## src/rtl/bicubic_pkg.sv

```systemverilog
// -----------------------------------------------------------------------------
// bicubic_pkg
// Shared definitions for the bicubic dot-product datapath.
//   - sign-magnitude field width helper
//   - accumulator width computation (acc_width)
//   - sm_to_tc / tc_to_sm conversions on a fixed 64-bit carrier; callers
//     narrow or widen with size casts at their own widths.
// -----------------------------------------------------------------------------
package bicubic_pkg;

    // Carrier width for the conversion helpers; every datapath width fits in it.
    localparam int SM_MAX_W = 64;

    typedef struct packed {
        logic                sign;
        logic [SM_MAX_W-1:0] mag;
    } sm_t;

    // Total bits of a sign-magnitude field holding mag_w magnitude bits.
    function automatic int sm_field_w(input int mag_w);
        return mag_w + 1;
    endfunction

    // Accumulator width: the sum of taps terms, each below 2^(w+p), stays below
    // 2^(w+p+clog2(taps)), so one extra sign bit rules out overflow.
    function automatic int acc_width(input int w_width, input int p_width, input int taps);
        return w_width + p_width + $clog2(taps) + 1;
    endfunction

    // Sign-magnitude to two's complement. Zero magnitude is always +0.
    function automatic logic signed [SM_MAX_W-1:0] sm_to_tc(input logic sign,
                                                             input logic [SM_MAX_W-1:0] mag);
        if (mag == '0) begin
            return '0;
        end
        return sign ? -$signed(mag) : $signed(mag);
    endfunction

    // Two's complement to sign-magnitude. Zero comes out with sign = 0.
    function automatic sm_t tc_to_sm(input logic signed [SM_MAX_W-1:0] v);
        sm_t r;
        r.sign = v[SM_MAX_W-1];
        r.mag  = v[SM_MAX_W-1] ? SM_MAX_W'(-v) : SM_MAX_W'(v);
        return r;
    endfunction

endpackage

```

## src/rtl/bicubic_sm_mult.sv

```systemverilog
// -----------------------------------------------------------------------------
// bicubic_sm_mult
// One tap of the dot product: sign-magnitude multiply, right shift of the
// product magnitude (truncation toward zero), conversion to two's complement.
// Purely combinational; the parent registers the result.
//
// Ports:
//   w_i    [W_WIDTH:0]   weight, MSB = sign, rest = magnitude
//   p_i    [P_WIDTH:0]   pixel,  MSB = sign, rest = magnitude
//   term_o [ACC_W-1:0]   signed product term at accumulator width
// -----------------------------------------------------------------------------
module bicubic_sm_mult
    import bicubic_pkg::*;
#(
    parameter int W_WIDTH    = 3,
    parameter int P_WIDTH    = 8,
    parameter int PROD_SHIFT = 0,
    parameter int ACC_W      = 13
) (
    input  logic [W_WIDTH:0]        w_i,
    input  logic [P_WIDTH:0]        p_i,
    output logic signed [ACC_W-1:0] term_o
);

    localparam int M_W = W_WIDTH + P_WIDTH;

    logic [M_W-1:0] prod_mag;
    logic           prod_sign;

    always_comb begin
        // Shifting the magnitude, not the signed value, truncates toward zero.
        prod_mag  = (M_W'(w_i[W_WIDTH-1:0]) * M_W'(p_i[P_WIDTH-1:0])) >> PROD_SHIFT;
        prod_sign = w_i[W_WIDTH] ^ p_i[P_WIDTH];
        term_o    = ACC_W'(sm_to_tc(prod_sign, SM_MAX_W'(prod_mag)));
    end

endmodule

```

## src/rtl/bicubic_dot_pipe.sv

```systemverilog
// -----------------------------------------------------------------------------
// bicubic_dot_pipe
// Pipelined sign-magnitude dot product for the bicubic interpolation path.
// Three register stages: per-tap multiply, signed sum, saturate/format.
// All stages advance on one global enable en = ~out_valid | out_ready, so a
// stalled output freezes the whole pipe and in_ready equals en.
//
// Ports:
//   clk, rst_n            clock, asynchronous active-low reset
//   in_valid / in_ready   input handshake
//   weights               TAPS x (W_WIDTH+1) sign-magnitude weights
//   pixels                TAPS x (P_WIDTH+1) sign-magnitude pixels
//   out_valid / out_ready output handshake
//   out_mag, out_sign     result in sign-magnitude (never negative zero)
//   out_sat               result magnitude was clipped to all ones
//   ovf_cnt [15:0]        saturated output transfers, sticky at 16'hFFFF
//                         (present only with BICUBIC_DOT_OVF_CNT_EN defined)
//
// Build option: BICUBIC_DOT_OVF_CNT_EN enables the ovf_cnt port and counter.
// -----------------------------------------------------------------------------
module bicubic_dot_pipe
    import bicubic_pkg::*;
#(
    parameter int TAPS       = 4,
    parameter int W_WIDTH    = 3,
    parameter int P_WIDTH    = 8,
    parameter int OUT_WIDTH  = 8,
    parameter int PROD_SHIFT = 0
) (
    input  logic                              clk,
    input  logic                              rst_n,
    input  logic                              in_valid,
    output logic                              in_ready,
    input  logic [TAPS*(W_WIDTH+1)-1:0]       weights,
    input  logic [TAPS*(P_WIDTH+1)-1:0]       pixels,
    output logic                              out_valid,
    input  logic                              out_ready,
    output logic [OUT_WIDTH-1:0]              out_mag,
    output logic                              out_sign,
    output logic                              out_sat
`ifdef BICUBIC_DOT_OVF_CNT_EN
    ,
    output logic [15:0]                       ovf_cnt
`endif
);

    localparam int WS    = sm_field_w(W_WIDTH);
    localparam int PS    = sm_field_w(P_WIDTH);
    localparam int ACC_W = acc_width(W_WIDTH, P_WIDTH, TAPS);

    logic en;

    // Stage 1: per-tap terms
    logic signed [ACC_W-1:0] term_d [TAPS];
    logic signed [ACC_W-1:0] term_q [TAPS];
    logic                    s1_valid_q;

    // Stage 2: sum
    logic signed [ACC_W-1:0] sum_d;
    logic signed [ACC_W-1:0] sum_q;
    logic                    s2_valid_q;

    // Stage 3: formatted outputs
    sm_t                     sum_sm;
    logic [OUT_WIDTH-1:0]    out_mag_d;
    logic                    out_sign_d;
    logic                    out_sat_d;
    logic [OUT_WIDTH-1:0]    out_mag_q;
    logic                    out_sign_q;
    logic                    out_sat_q;
    logic                    out_valid_q;

    assign en       = ~out_valid_q | out_ready;
    assign in_ready = en;

    for (genvar g = 0; g < TAPS; g++) begin : g_tap
        bicubic_sm_mult #(
            .W_WIDTH    (W_WIDTH),
            .P_WIDTH    (P_WIDTH),
            .PROD_SHIFT (PROD_SHIFT),
            .ACC_W      (ACC_W)
        ) u_mult (
            .w_i    (weights[g*WS +: WS]),
            .p_i    (pixels[g*PS +: PS]),
            .term_o (term_d[g])
        );
    end

    // Data registers load with en regardless of valid; only the valid bits
    // decide whether anything downstream is meaningful.
    always_ff @(posedge clk or negedge rst_n) begin
        if (!rst_n) begin
            s1_valid_q <= 1'b0;
            for (int i = 0; i < TAPS; i++) begin
                term_q[i] <= '0;
            end
        end else if (en) begin
            s1_valid_q <= in_valid;
            for (int i = 0; i < TAPS; i++) begin
                term_q[i] <= term_d[i];
            end
        end
    end

    always_comb begin
        sum_d = '0;
        for (int i = 0; i < TAPS; i++) begin
            sum_d = sum_d + term_q[i];
        end
    end

    always_ff @(posedge clk or negedge rst_n) begin
        if (!rst_n) begin
            s2_valid_q <= 1'b0;
            sum_q      <= '0;
        end else if (en) begin
            s2_valid_q <= s1_valid_q;
            sum_q      <= sum_d;
        end
    end

    // A zero sum has sign bit 0, so negative zero cannot appear here.
    always_comb begin
        sum_sm     = tc_to_sm(SM_MAX_W'(sum_q));
        out_sat_d  = (sum_sm.mag >> OUT_WIDTH) != '0;
        out_mag_d  = out_sat_d ? '1 : OUT_WIDTH'(sum_sm.mag);
        out_sign_d = sum_sm.sign;
    end

    always_ff @(posedge clk or negedge rst_n) begin
        if (!rst_n) begin
            out_valid_q <= 1'b0;
            out_mag_q   <= '0;
            out_sign_q  <= 1'b0;
            out_sat_q   <= 1'b0;
        end else if (en) begin
            out_valid_q <= s2_valid_q;
            out_mag_q   <= out_mag_d;
            out_sign_q  <= out_sign_d;
            out_sat_q   <= out_sat_d;
        end
    end

    assign out_valid = out_valid_q;
    assign out_mag   = out_mag_q;
    assign out_sign  = out_sign_q;
    assign out_sat   = out_sat_q;

`ifdef BICUBIC_DOT_OVF_CNT_EN
    logic [15:0] ovf_cnt_q;

    always_ff @(posedge clk or negedge rst_n) begin
        if (!rst_n) begin
            ovf_cnt_q <= '0;
        end else if (out_valid_q && out_ready && out_sat_q && (ovf_cnt_q != 16'hFFFF)) begin
            ovf_cnt_q <= ovf_cnt_q + 16'd1;
        end
    end

    assign ovf_cnt = ovf_cnt_q;
`endif

endmodule

```

## config.mk

```make
export PLATFORM = sky130hd
export DESIGN_NAME = bicubic_dot_pipe
export DESIGN_NICKNAME = d
export VERILOG_FILES = /design/src/rtl/bicubic_pkg.sv /design/src/rtl/bicubic_sm_mult.sv /design/src/rtl/bicubic_dot_pipe.sv
export SDC_FILE = /design/constraint.sdc
export NUM_CORES = 1
export LEC_CHECK = 0
export ABC_AREA = 0
export BUFFER_PORTS_ARGS = -buffer_cell sky130_fd_sc_hd__buf_4
export CAP_MARGIN = 5
export CELL_PAD_IN_SITES_DETAIL_PLACEMENT = 0
export CELL_PAD_IN_SITES_GLOBAL_PLACEMENT = 1
export CORE_MARGIN = 5
export CORE_UTILIZATION = 42
export DETAILED_ROUTE_END_ITERATION = 10
export GPL_ROUTABILITY_DRIVEN = 0
export PLACE_DENSITY_LB_ADDON = 0.1
export SYNTH_ARGS = -nofsm -noshare
export SYNTH_HDL_FRONTEND = slang
export SYNTH_HIERARCHICAL = 1
export SYNTH_SLANG_ARGS = --single-unit
```

## constraint.sdc

```tcl
create_clock -name clk -period 2.9 [get_ports clk]
set_clock_uncertainty 0.05 [all_clocks]
set_input_delay 0.58 -clock clk [delete_from_list [all_inputs] [get_ports clk]]
set_output_delay 0.58 -clock clk [all_outputs]
set_load 0.05 [all_outputs]
```

* Word level (Yosys, flattened, before mapping) *
Index checks and enable logic that the tools add are counted.

word-level totals
  register bits = 83
  bits of input ports = 56
  output and inout bits = 12
  word-level logic and storage cells = 52

cells by class
  add/subtract/negate cells = 8
  multipliers = 4
  mux-type cells = 18
  bitwise logic cells = 6
  reduce and logical (&&, ||, !) cells = 5

operators by type and width
  cell                 number
  $mux W14             12
  $mux W64             1
  $neg A14 Y64         1
  $reduce_bool A64 Y1  1
  $neg A11 Y14         4
  $logic_not A11 Y1    4
  $mul A3 B8 Y11       4
  $add A14 B14 Y14     3
  $mux W8              1
  $mux W1              4
  $xor A1 B1 Y1        4
  $not A1 Y1           1
  $or A1 B1 Y1         1

* Longest topological paths before layout *
Gate-level depths: netlist (run 1).

  word-level depth = 4
  gate-level depth with buffers = 15
  gate-level depth less buffers = 13

* Hierarchy *
The synthesis (run 1) kept the hierarchy.

by module, submodules not included
  module                              times used  cells each  area each (µm²)  seq. area each (µm²)
  bicubic_dot_pipe                    1           486         4508.1           2077.0
  bicubic_sm_mult at g_tap[1].u_mult  1           137         988.4            0.0
  bicubic_sm_mult at g_tap[0].u_mult  1           122         905.9            0.0
  bicubic_sm_mult at g_tap[2].u_mult  1           122         895.9            0.0
  bicubic_sm_mult at g_tap[3].u_mult  1           121         893.4            0.0

* Worst setup path before layout (run 1) *
No wires, ideal clock.

  kind = input to register
  start point = input weights[8]
  end point = register term_q[17] in the netlist's numbering
  library setup time = 130 ps
  arrival = 3500 ps
  data required time = 2720 ps
  slack = -780 ps
  cell stages on the path = 14
  buffers on the path = 1
  cell sequence = clkbuf_1 and2_1 fa_1 ha_1 fa_1 a21o_1 a221oi_1 xnor2_1 a2111oi_4 nand2_2 nor3_4 nor2_1 nand2_1 o21ai_0

RTL lines
  what                           line                     RTL
  start, declared                bicubic_dot_pipe.sv:34   input logic [TAPS*(W_WIDTH+1)-1:0] weights,
  end signal, assigned by index  bicubic_dot_pipe.sv:100  term_q[i] <= term_d[i];
  end, declared                  bicubic_dot_pipe.sv:55   logic signed [ACC_W-1:0] term_q [TAPS];

==> results.md, run 1 <==
- Status: complete, but fails checks
- Violated checks: setup timing
- Final setup TNS: -9.58 ns
- Top cell type's share of synthesized area: 0.254
- Slew headroom: 0.326
- CP arrival: 3.44 ns
- Post-synth cell types: 64
- Chain of cells forming the critical path: buf_8 > and2_4 > fa_1 > ha_2 > fa_2 > a21o_1 > a21oi_2 > xnor2_2 > a2111oi_4 > nand2_4 > nor3_4 > buf_6 > nor2_2 > nand2_1 > o21ai_1
- Die area: 22,400 um2
- CP peak stage delay: 0.48 ns
- XOR/XNOR Fraction of Synth Area: 0.0823
- CP max FO: 5
- Unrepaired setup endpoints after global routing: true
- CP max stage cell: fa_1
- Layout cell share with drive strength beyond 1: 0.375
- R2R Setup Slk: -0.19 ns
- First-iteration detailed-routing DRC count: 243
- Max cap viols: 0
- Largest net degree at the start of global routing: 69
- CTS tree: yes
- Ys async rst share: 1.00
- Register bit total from synthesis: 83
- Seq pwr share: 0.131
- Net Sw Frac: 0.435
- R2R cell count: 11
- Internal: 0.00810 W
- Largest cells by area after synthesis: dfrtp_1 25%, fa_1 13%, ha_1 8.9%
- Post-Syn Area: 8190 um2
- Largest family of logic cells by synthesized area: adder cells
- Vias in the first global route: 7,353
- Final Max Tran Viols: 0
- Comb pwr share: 0.777
- Worst endpoint required time: 3.07 ns
- Chip Width: 150 um
- Wire per inst: 13.2 um
- PwrDens: 1210 nW/um2
- Nature of the critical path startpoint: input pin
- Drt first pass iters: 4
- Root Buffer: clkbuf_16
- Floorplan row count: 51
- Post-route ant nets: 0
- Final wirelength: 20.1 mm
- Pleak: 5.75 nW
- Peak VDD IR: 1060 uV
- Tcrit/Tclk final: 1.13
- I/O Pins: 68
- Worst-path clk slew: 0.06 ns
- Worst Slack Setup Final: -0.370 ns
- P_sw: 0.00624 W
- Placed cell area: 10,500 um2
- Initial antenna violation count: 0
- Fraction of the yosys area taken by sequential cells: 0.254
- H-tree lvl count: 3
- Total gr overflow: 0
- Synth area leader: dfrtp_1
- CP startpoint: weights[14]
- Post-DR vias/cell: 4.81
- Core box area: 19,300 um2
- Number of nets in the layout: 1,417
- Die Y: 150 um
- Compound-Gate Fraction of Synth Area: 0.166
- Design Power: 0.0143 W
- DR DRC count: 0
- Via Count: 7,311
- Most frequent cell after synthesis: nand2_1
- Adder-cell area share of the yosys netlist: 0.221
- Clock sinks: 83
- Clk pwr share: 0.092
- Clock tree buffer depth: 2
- Crit path capture type: flip-flop
- Antenna Cells: 0
- Clock Latency Late Sink: 0.34 ns
- Global-route usage over all layers: 0.181
- Number of hold violations in the final report: 0
- Area Overhead vs Synth: 44.9%
- HP Class: in2async
- Synth Area in Simple Gates: 0.198
- Syn Nets: 1,156
- Fin crit period: 3.27 ns
- Post-synth top flop: dfrtp_1
- CTS buffer count: 9
- Fmax: 306 MHz
- Slew @ Worst Pin: 1.00 ns
- Buffers on Ports: 67
- Number of synthesis warnings: 6
- Synth Area per Inst: 8.29 um2
- First-pass GRT wire length: 33.3 mm
- Post-synth EDFFs: 0
- Initial Util: 0.424
- Worst R2R Start: term_q[1]
- Cell area after layout: 11,900 um2
- Post-Synthesis Cells: 988
- Hpwl dp: 15.7 mm
- Multiplexer share of the synthesized area: 0.00550
- Final setup viols: 45
- Post-synth top cells: 185 x nand2_1, 131 x inv_1, 83 x dfrtp_1
- CP Class: in2reg
## layout make-up
type	count	area, um2
Sequential cell	83	2080
Multi-Input combinational cell	747	6410
Tap cell	265	332
Clock buffer	11	243
Clock inverter	5	100
Inverter	133	500
Fill cell	1738	7460
Timing Repair Buffer	275	2210
## power groups by stage
| stage | registers [W] | logic, W | clock network (W) |
|---|---|---|---|
| detailed placement | 0.00189 | 0.00959 | 0 |
| CTS | 0.00188 | 0.0104 | 0.00135 |
| global route | 0.00193 | 0.0125 | 0.00139 |
| global placement | 0.00188 | 0.00954 | 0 |
| floorplan | 0.00193 | 0.00597 | 0 |
| finish | 0.00188 | 0.0111 | 0.00132 |
## path summary, 6_finish.rpt
kind	endpoint
worst max-delay path	term_q[9]
worst min-delay path	term_q[45]
worst max register to register	sum_q[13]
worst min register to register	s2_valid_q
max in group asynchronous	term_q[20]
min in group clk	s1_valid_q
## per-layer routing
layer | vias up | part of all wire | GRT usage
li1 | 3776 | - | -
met1 | 3442 | 0.46 | 0.235
met2 | 77 | 0.51 | 0.325
met3 | 16 | 0.024 | 0.0218
met4 | 0 | 0.0097 | 0.0357
met5 | - | 0 | 0
## flip-flops by register name, indices dropped and copies added (netlist names)
| register | flops |
|---|---|
| s1_valid_q | 1 |
| out_sat | 1 |
| term_q | 56 |
| out_sign | 1 |
| out_mag | 8 |
| sum_q | 14 |
| out_valid | 1 |
| s2_valid_q | 1 |
## kinds of logic after synthesis
kind of cell | count (synthesis)
xor gates and xnor gates | 77
and+or+nand+nor | 346
buffers and inverters | 158
adders and majority gates | 112
DFF | 83
AOI/OAI and AO/OA | 208
muxes | 4
## worst max-delay path: cells and delay by family
kind                     cells  cell delay (ns)
buffers and inverters        2             0.27
AND/OR/NAND/NOR              5             0.57
AO/OA/AOI/OAI                4             0.88
XOR/XNOR                     1             0.11
adder cells (fa/ha/maj)      3             1.02
## placed cells by master (no fill, tap or decap), drive strengths merged, types with 4 or more instances in the layout
cell type / n
o41ai: 4
dfrtp: 83
nor2: 65
o31ai: 6
a21oi: 64
inv: 132
o21ai: 77
fa: 54
nand2: 188
nand3: 14
and2: 36
a21o: 12
clkbuf: 11
ha: 58
a31oi: 12
xnor2: 54
or4: 4
nand4: 8
a221oi: 5
xor2: 23
a211oi: 6
buf: 275
and3: 11
nor3: 6
a2111oi: 4
## stage by stage
| stage | std cells | util | worst slack [ns] | hold slack (ns) |
|---|---|---|---|---|
| finish | 1519 | 0.614 | -0.370 | 0.170 |
| detailed placement | 1480 | 0.545 | -0.920 | 0.398 |
| CTS | 1509 | 0.586 | -0.385 | 0.186 |
| global route | 1519 | 0.614 | -0.556 | 0.224 |
| floorplan | 988 | - | -0.716 | 0.234 |
| global placement | 1480 | 0.545 | -0.886 | 0.391 |
## timing repair
action,in CTS,in global routing
buffers inserted,14,12
setup endpoints to repair,51,56
hold buffers,0,0
resized for setup,79,98
pin swaps,75,55
(Power assumes the default switching activity.)
==> inputs of run 2 (changes only) <==
--- a/config.mk
+++ b/config.mk
@@ -15,6 +15,7 @@
 export DETAILED_ROUTE_END_ITERATION = 10
 export GPL_ROUTABILITY_DRIVEN = 0
 export PLACE_DENSITY_LB_ADDON = 0.1
+export SETUP_SLACK_MARGIN = 0.05
 export SYNTH_ARGS = -nofsm -noshare
 export SYNTH_HDL_FRONTEND = slang
 export SYNTH_HIERARCHICAL = 1
==> constraint.sdc (replaced) <==
create_clock -name clk -period 2.9 [get_ports clk]
set_clock_uncertainty 0.05 [all_clocks]
set_input_delay 0.145 -clock clk [delete_from_list [all_inputs] [get_ports clk]]
set_output_delay 0.145 -clock clk [all_outputs]
set_load 0.05 [all_outputs]
==> results.md, run 2 (synthesis gave the netlist of run 1 again) <==
- Antenna Cells: 0
- Total gr overflow: 0
- Clock tree buffer depth: 2
- Biggest register: term_q
- Largest net degree at the start of global routing: 72
- Final setup TNS: -0.630 ns
- Slew @ Worst Pin: 0.881 ns
- Max cap viols: 0
- Nature of the critical path startpoint: flip-flop
- Layout cell share with drive strength beyond 1: 0.308
- DP Cell Count: 1,457
- Floorplan row count: 51
- Violated checks: setup timing
- Via Count: 7,172
- Final Max Tran Viols: 0
- Wire per inst: 12.6 um
- CP max FO: 3
- Cell area after layout: 11,000 um2
- CTS tree: yes
- HP Class: in2reg
- Buffers on Ports: 67
- Core box area: 19,300 um2
- Initial Util: 0.424
- PwrDens: 1190 nW/um2
- M3 GR Usage: 0.0288
- Most frequent cells in the layout: 231 x buf_4, 185 x nand2_1, 118 x inv_1, 83 x dfrtp_1, 50 x nor2_1
- Area Overhead vs Synth: 34.4%
- Worst Slack Setup Final: -0.207 ns
- GRT met2 Usage: 0.302
- Worst-path clk slew: 0.06 ns
- Final setup viols: 5
- Max reg flops: 56
- Pleak: 5.46 nW
- First-pass GRT wire length: 32.2 mm
- GRT Max-Usage Layer: met2
- Global-route usage over all layers: 0.176
- Post-route ant nets: 0
- Clock Latency Late Sink: 0.35 ns
- Clock sinks: 83
- Root Buffer: clkbuf_16
- Fmax: 322 MHz
- Die area: 22,400 um2
- Status: complete, but fails checks
- Vias in the first global route: 6,946
- Drt first pass iters: 4
- Crit path capture type: flip-flop
- Number of nets in the layout: 1,387
- Post-DR vias/cell: 4.82
- CP arrival: 3.30 ns
- First-iteration detailed-routing DRC count: 193
- CP Class: reg2reg
- Placed cell area: 10,300 um2
- Final wirelength: 18.8 mm
- Unrepaired setup endpoints after global routing: true
- I/O Pins: 68
- Non-Filler Instances: 1,489
- Fin crit period: 3.11 ns
- Peak VDD IR: 897 uV
- Initial antenna violation count: 0
- Met1 Resource Use GR: 0.235
- H-tree lvl count: 3
- Hpwl dp: 15.2 mm
- Die Y: 150 um
- DR DRC count: 0
- CTS buffer count: 9
- Tcrit/Tclk final: 1.07
- Worst endpoint required time: 3.09 ns
- Chip Width: 150 um
- Slew headroom: 0.408
- Most common cell after layout, fill and taps aside: buf_4
- Number of hold violations in the final report: 0
[run 2: cell types whose count changed in the layout (fill, tap and decap cells not counted), moves of 6 or more]
cell / delta
and2_1: +6
and2_4: -6
buf_4: -16
buf_6: -13
ha_1: +14
ha_4: -13
nand2_1: +11
nand2_2: -8
o21ai_0: +21
o21ai_1: -19
xnor2_1: +7
[run 2: path summary, 6_finish.rpt]
| kind | start | to | slack (ns) | cells past startpoint |
|---|---|---|---|---|
| max in group asynchronous | rst_n | term_q[14] | 1.74 | 3 |
| worst min register to register | s2_valid_q | s2_valid_q | 0.41 | 2 |
| worst min-delay path | weights[3] | term_q[43] | 0.27 | 6 |
| worst max-delay path | term_q[1] | sum_q[13] | -0.21 | 11 |
| min in group asynchronous | rst_n | term_q[44] | 0.32 | 2 |
| worst max register to register | term_q[1] | sum_q[13] | -0.21 | 11 |
[run 2: layout make-up]
| cell class | count | area (um2) |
|---|---|---|
| Sequential cell | 83 | 2080 |
| Multi-Input combinational cell | 747 | 5840 |
| Clock buffer | 10 | 229 |
| Inverter | 133 | 500 |
| Fill cell | 1840 | 8320 |
| Timing Repair Buffer | 245 | 1920 |
| Clock inverter | 6 | 114 |
| Tap cell | 265 | 332 |
[run 2: critical path, stage by stage (launching register included)]
cell,delay (ns)
dfrtp_1,0.34
inv_2,0.05
fa_1,0.57
inv_2,0.05
fa_2,0.46
ha_4,0.18
fa_2,0.36
a211oi_4,0.27
o21ai_2,0.11
a221oi_2,0.29
o211ai_1,0.13
o211a_1,0.12
[run 2: per-stage QoR]
stage / total power [W] / hold WS [ns] / setup WS, ns / utilization
finish: 0.0131 / 0.266 / -0.207 / 0.570
global route: 0.0145 / 0.282 / -0.354 / 0.570
CTS: 0.0131 / 0.240 / -0.220 / 0.559
detailed placement: 0.0111 / 0.172 / -0.539 / 0.532
global placement: 0.0110 / 0.166 / -0.462 / 0.532
floorplan: 0.00785 / -0.201 / -0.281 / -
[run 2: power by group]
group / total, W / switching, W / internal (W)
sequential: 0.00188 / 0.000239 / 0.00164
combinational: 0.00994 / 0.00509 / 0.00485
clock: 0.00131 / 0.000471 / 0.000842
[run 2: metal layers]
metal	share of wire	wire [um]
met1	0.46	8690
met2	0.49	9250
met3	0.034	641
met4	0.011	207
met5	0	0
[run 2: what timing repair did]
item                       in CTS  in global routing
buffers inserted                6                  9
hold buffers                    2                  0
hold endpoints to repair       50                  0
pin swaps                      24                 33
gates resized for setup        30                 47
setup endpoints to repair      30                 39
==> inputs of run 3 (changes only) <==
--- a/config.mk
+++ b/config.mk
@@ -11,12 +11,11 @@
 export CELL_PAD_IN_SITES_DETAIL_PLACEMENT = 0
 export CELL_PAD_IN_SITES_GLOBAL_PLACEMENT = 1
 export CORE_MARGIN = 5
-export CORE_UTILIZATION = 42
+export CORE_UTILIZATION = 43
 export DETAILED_ROUTE_END_ITERATION = 10
 export GPL_ROUTABILITY_DRIVEN = 0
 export PLACE_DENSITY_LB_ADDON = 0.1
 export SETUP_SLACK_MARGIN = 0.05
 export SYNTH_ARGS = -nofsm -noshare
 export SYNTH_HDL_FRONTEND = slang
-export SYNTH_HIERARCHICAL = 1
 export SYNTH_SLANG_ARGS = --single-unit
==> results.md, run 3 <==
- Worst endpoint required time: 3.09 ns
- Worst Slack Setup Final: -0.188 ns
- Post-DR vias/cell: 5.18
- Crit path capture type: flip-flop
- Worst-path clk slew: 0.07 ns
- Register bit total from synthesis: 83
- Post-synth cell types: 77
- Cell area after layout: 10,400 um2
- CP Class: reg2reg
- CP max stage cell: fa_1
- Max reg flops: 56
- Post-route ant nets: 0
- Hpwl dp: 16.0 mm
- Layout fillers: 1,801
- Nature of the critical path startpoint: flip-flop
- Seq pwr share: 0.177
- P_sw: 0.00536 W
- Via Count: 7,137
- CP peak stage delay: 0.54 ns
- Top Family by Delay on Critical Path: adder cells
- HP Class: in2reg
- Clk pwr share: 0.101
- DP Worst Slack: -0.252 ns
- Most frequent cells in the layout: 197 x buf_4, 150 x nand2_1, 87 x inv_1, 81 x dfrtp_1, 75 x nor2_1
- CTS buffer count: 9
- Violated checks: setup timing
- Wire per inst: 14.2 um
- Number of hold violations in the final report: 0
- Final setup viols: 5
- Slew @ Worst Pin: 0.779 ns
- Die Y: 147 um
- Chip Width: 147 um
- Vias in the first global route: 7,290
- Clock Latency Late Sink: 0.35 ns
- Area Overhead vs Synth: 27.8%
- Pleak: 4.98 nW
- Top cell type's share of synthesized area: 0.256
- Fmax: 324 MHz
- Clock sinks: 83
- Root Buffer: clkbuf_16
- Layout cell share with drive strength beyond 1: 0.250
- CP arrival: 3.27 ns
- Worst Path Buf+Inv: 3
- Initial Util: 0.436
- Most common cell after layout, fill and taps aside: buf_4
- Comb pwr share: 0.722
- Post-synth EDFFs: 0
- Clock tree buffer depth: 2
- I/O Pins: 68
- Largest cells by area after synthesis: dfrtp_1 26%, fa_1 13%, ha_1 8.9%
- Number of nets in the layout: 1,307
- Die area: 21,700 um2
- Tcrit/Tclk final: 1.06
- DR DRC count: 0
- Status: complete, but fails checks
- First-pass GRT wire length: 34.1 mm
- Non-Filler Instances: 1,378
- Core box area: 18,600 um2
- DP Cell Count: 1,357
- Peak VDD IR: 1040 uV
- Buffers on Ports: 67
- First-iteration detailed-routing DRC count: 233
- Drt first pass iters: 4
- Number of synthesis warnings: 0
- Post-Syn Area: 8130 um2
- Largest net degree at the start of global routing: 78
- Fraction of the yosys area taken by sequential cells: 0.256
- Final wirelength: 19.5 mm
- H-tree lvl count: 3
- CTS tree: yes
- Net Sw Frac: 0.453
- Most frequent cell after synthesis: nand2_1
- Initial antenna violation count: 0
- Slew headroom: 0.481
- Final setup TNS: -0.688 ns
- Final Max Tran Viols: 0
- Placed cell area: 9950 um2
- Internal: 0.00648 W
- Post-Synthesis Cells: 950
- CP max FO: 5
- Post-synth top flop: dfrtp_1
- Total gr overflow: 0
- Fin crit period: 3.09 ns
- Ys async rst share: 1.00
- Syn Nets: 1,118
- Synth area leader: dfrtp_1
- Biggest register: term_q
- Chain of cells forming the critical path: inv_2 > fa_1 > fa_1 > inv_1 > ha_2 > inv_2 > fa_2 > nor2b_2 > o21ai_2 > a21oi_4 > o2111ai_2 > a211oi_2 > nor3b_2
- Max cap viols: 0
- Unrepaired setup endpoints after global routing: true
- PwrDens: 1140 nW/um2
- Global-route usage over all layers: 0.188
- Synth Area per Inst: 8.55 um2
- Antenna Cells: 0
- Post-synth top cells: 151 x nand2_1, 92 x inv_1, 83 x dfrtp_1
- Floorplan row count: 50
==> run 3: cell types whose count changed after synthesis, sizes merged, moves of 7 or more <==
| cell | previous run | this run |
|---|---|---|
| o22ai | 2 | 9 |
| nor2 | 65 | 75 |
| nor2b | 1 | 8 |
| inv | 133 | 92 |
| a31oi | 12 | 2 |
| xor2 | 23 | 33 |
| xnor2 | 54 | 33 |
| o31ai | 6 | 23 |
| o21ai | 77 | 50 |
| nand2 | 188 | 152 |
==> run 3: per-layer routing <==
| layer | GRT usage | vias to the layer above | routed length, um | part of all wire |
|---|---|---|---|---|
| met5 | 0 | - | 0 | 0 |
| met4 | 0.0336 | 0 | 201 | 0.010 |
| met3 | 0.0316 | 16 | 566 | 0.029 |
| met2 | 0.331 | 69 | 9600 | 0.49 |
| met1 | 0.247 | 3416 | 9170 | 0.47 |
| li1 | - | 3636 | - | - |
==> run 3: logic make-up after synthesis <==
| kind of cell | synth area share |
|---|---|
| buf+inv | 0.0534 |
| mux | 0.00385 |
| compound gates | 0.194 |
| xor+xnor | 0.0711 |
| fa+ha+maj | 0.222 |
| flops | 0.256 |
| simple gates | 0.199 |
==> run 3: layout make-up <==
cell class	instances	area, um2	area share
Multi-Input combinational cell	752	5810	0.560
Clock buffer	10	239	0.0230
Clock inverter	6	71.3	0.00687
Timing Repair Buffer	201	1540	0.148
Inverter	92	345	0.0333
Tap cell	234	293	0.0282
Sequential cell	83	2080	0.200
==> run 3: worst paths after layout <==
path / start / end / slack (ns) / depth (start not counted)
min reg2reg: s2_valid_q / s2_valid_q / 0.41 / 2
max reg2reg: term_q[1] / sum_q[11] / -0.19 / 13
max in group asynchronous: rst_n / term_q[55] / 1.89 / 3
min in group asynchronous: rst_n / term_q[0] / 0.27 / 2
min: weights[11] / term_q[24] / 0.20 / 4
max: term_q[1] / sum_q[11] / -0.19 / 13
==> run 3: timing repair <==
item	in CTS	in global routing
setup buffers	2	2
gates resized for setup	6	19
endpoints found under the setup margin	9	30
hold endpoints to repair	40	0
pin swaps	1	17
hold buffers	2	0
==> run 3: power by group through the flow <==
stage	Clock (W)	Combinational [W]	Sequential, W
after global placement	0	0.00809	0.00210
after global routing	0.00127	0.00964	0.00217
final	0.00119	0.00855	0.00210
after CTS	0.00122	0.00824	0.00210
after detailed placement	0	0.00814	0.00211
after floorplan	0	0.00531	0.00216
==> run 3: metrics by stage <==
stage                     power, W  utilization  hold WS, ns
after CTS                   0.0116        0.552        0.189
after global placement      0.0102        0.533        0.122
after floorplan            0.00746            -       -0.201
after detailed placement    0.0103        0.533        0.126
after global routing        0.0131        0.557        0.209
final                       0.0118        0.557        0.195
==> run 3: tightest hold or removal path, stage by stage <==
cell and delay (ns):
buf_4 0.10, xnor2_1 0.11, nand3_1 0.10, nand4_1 0.09
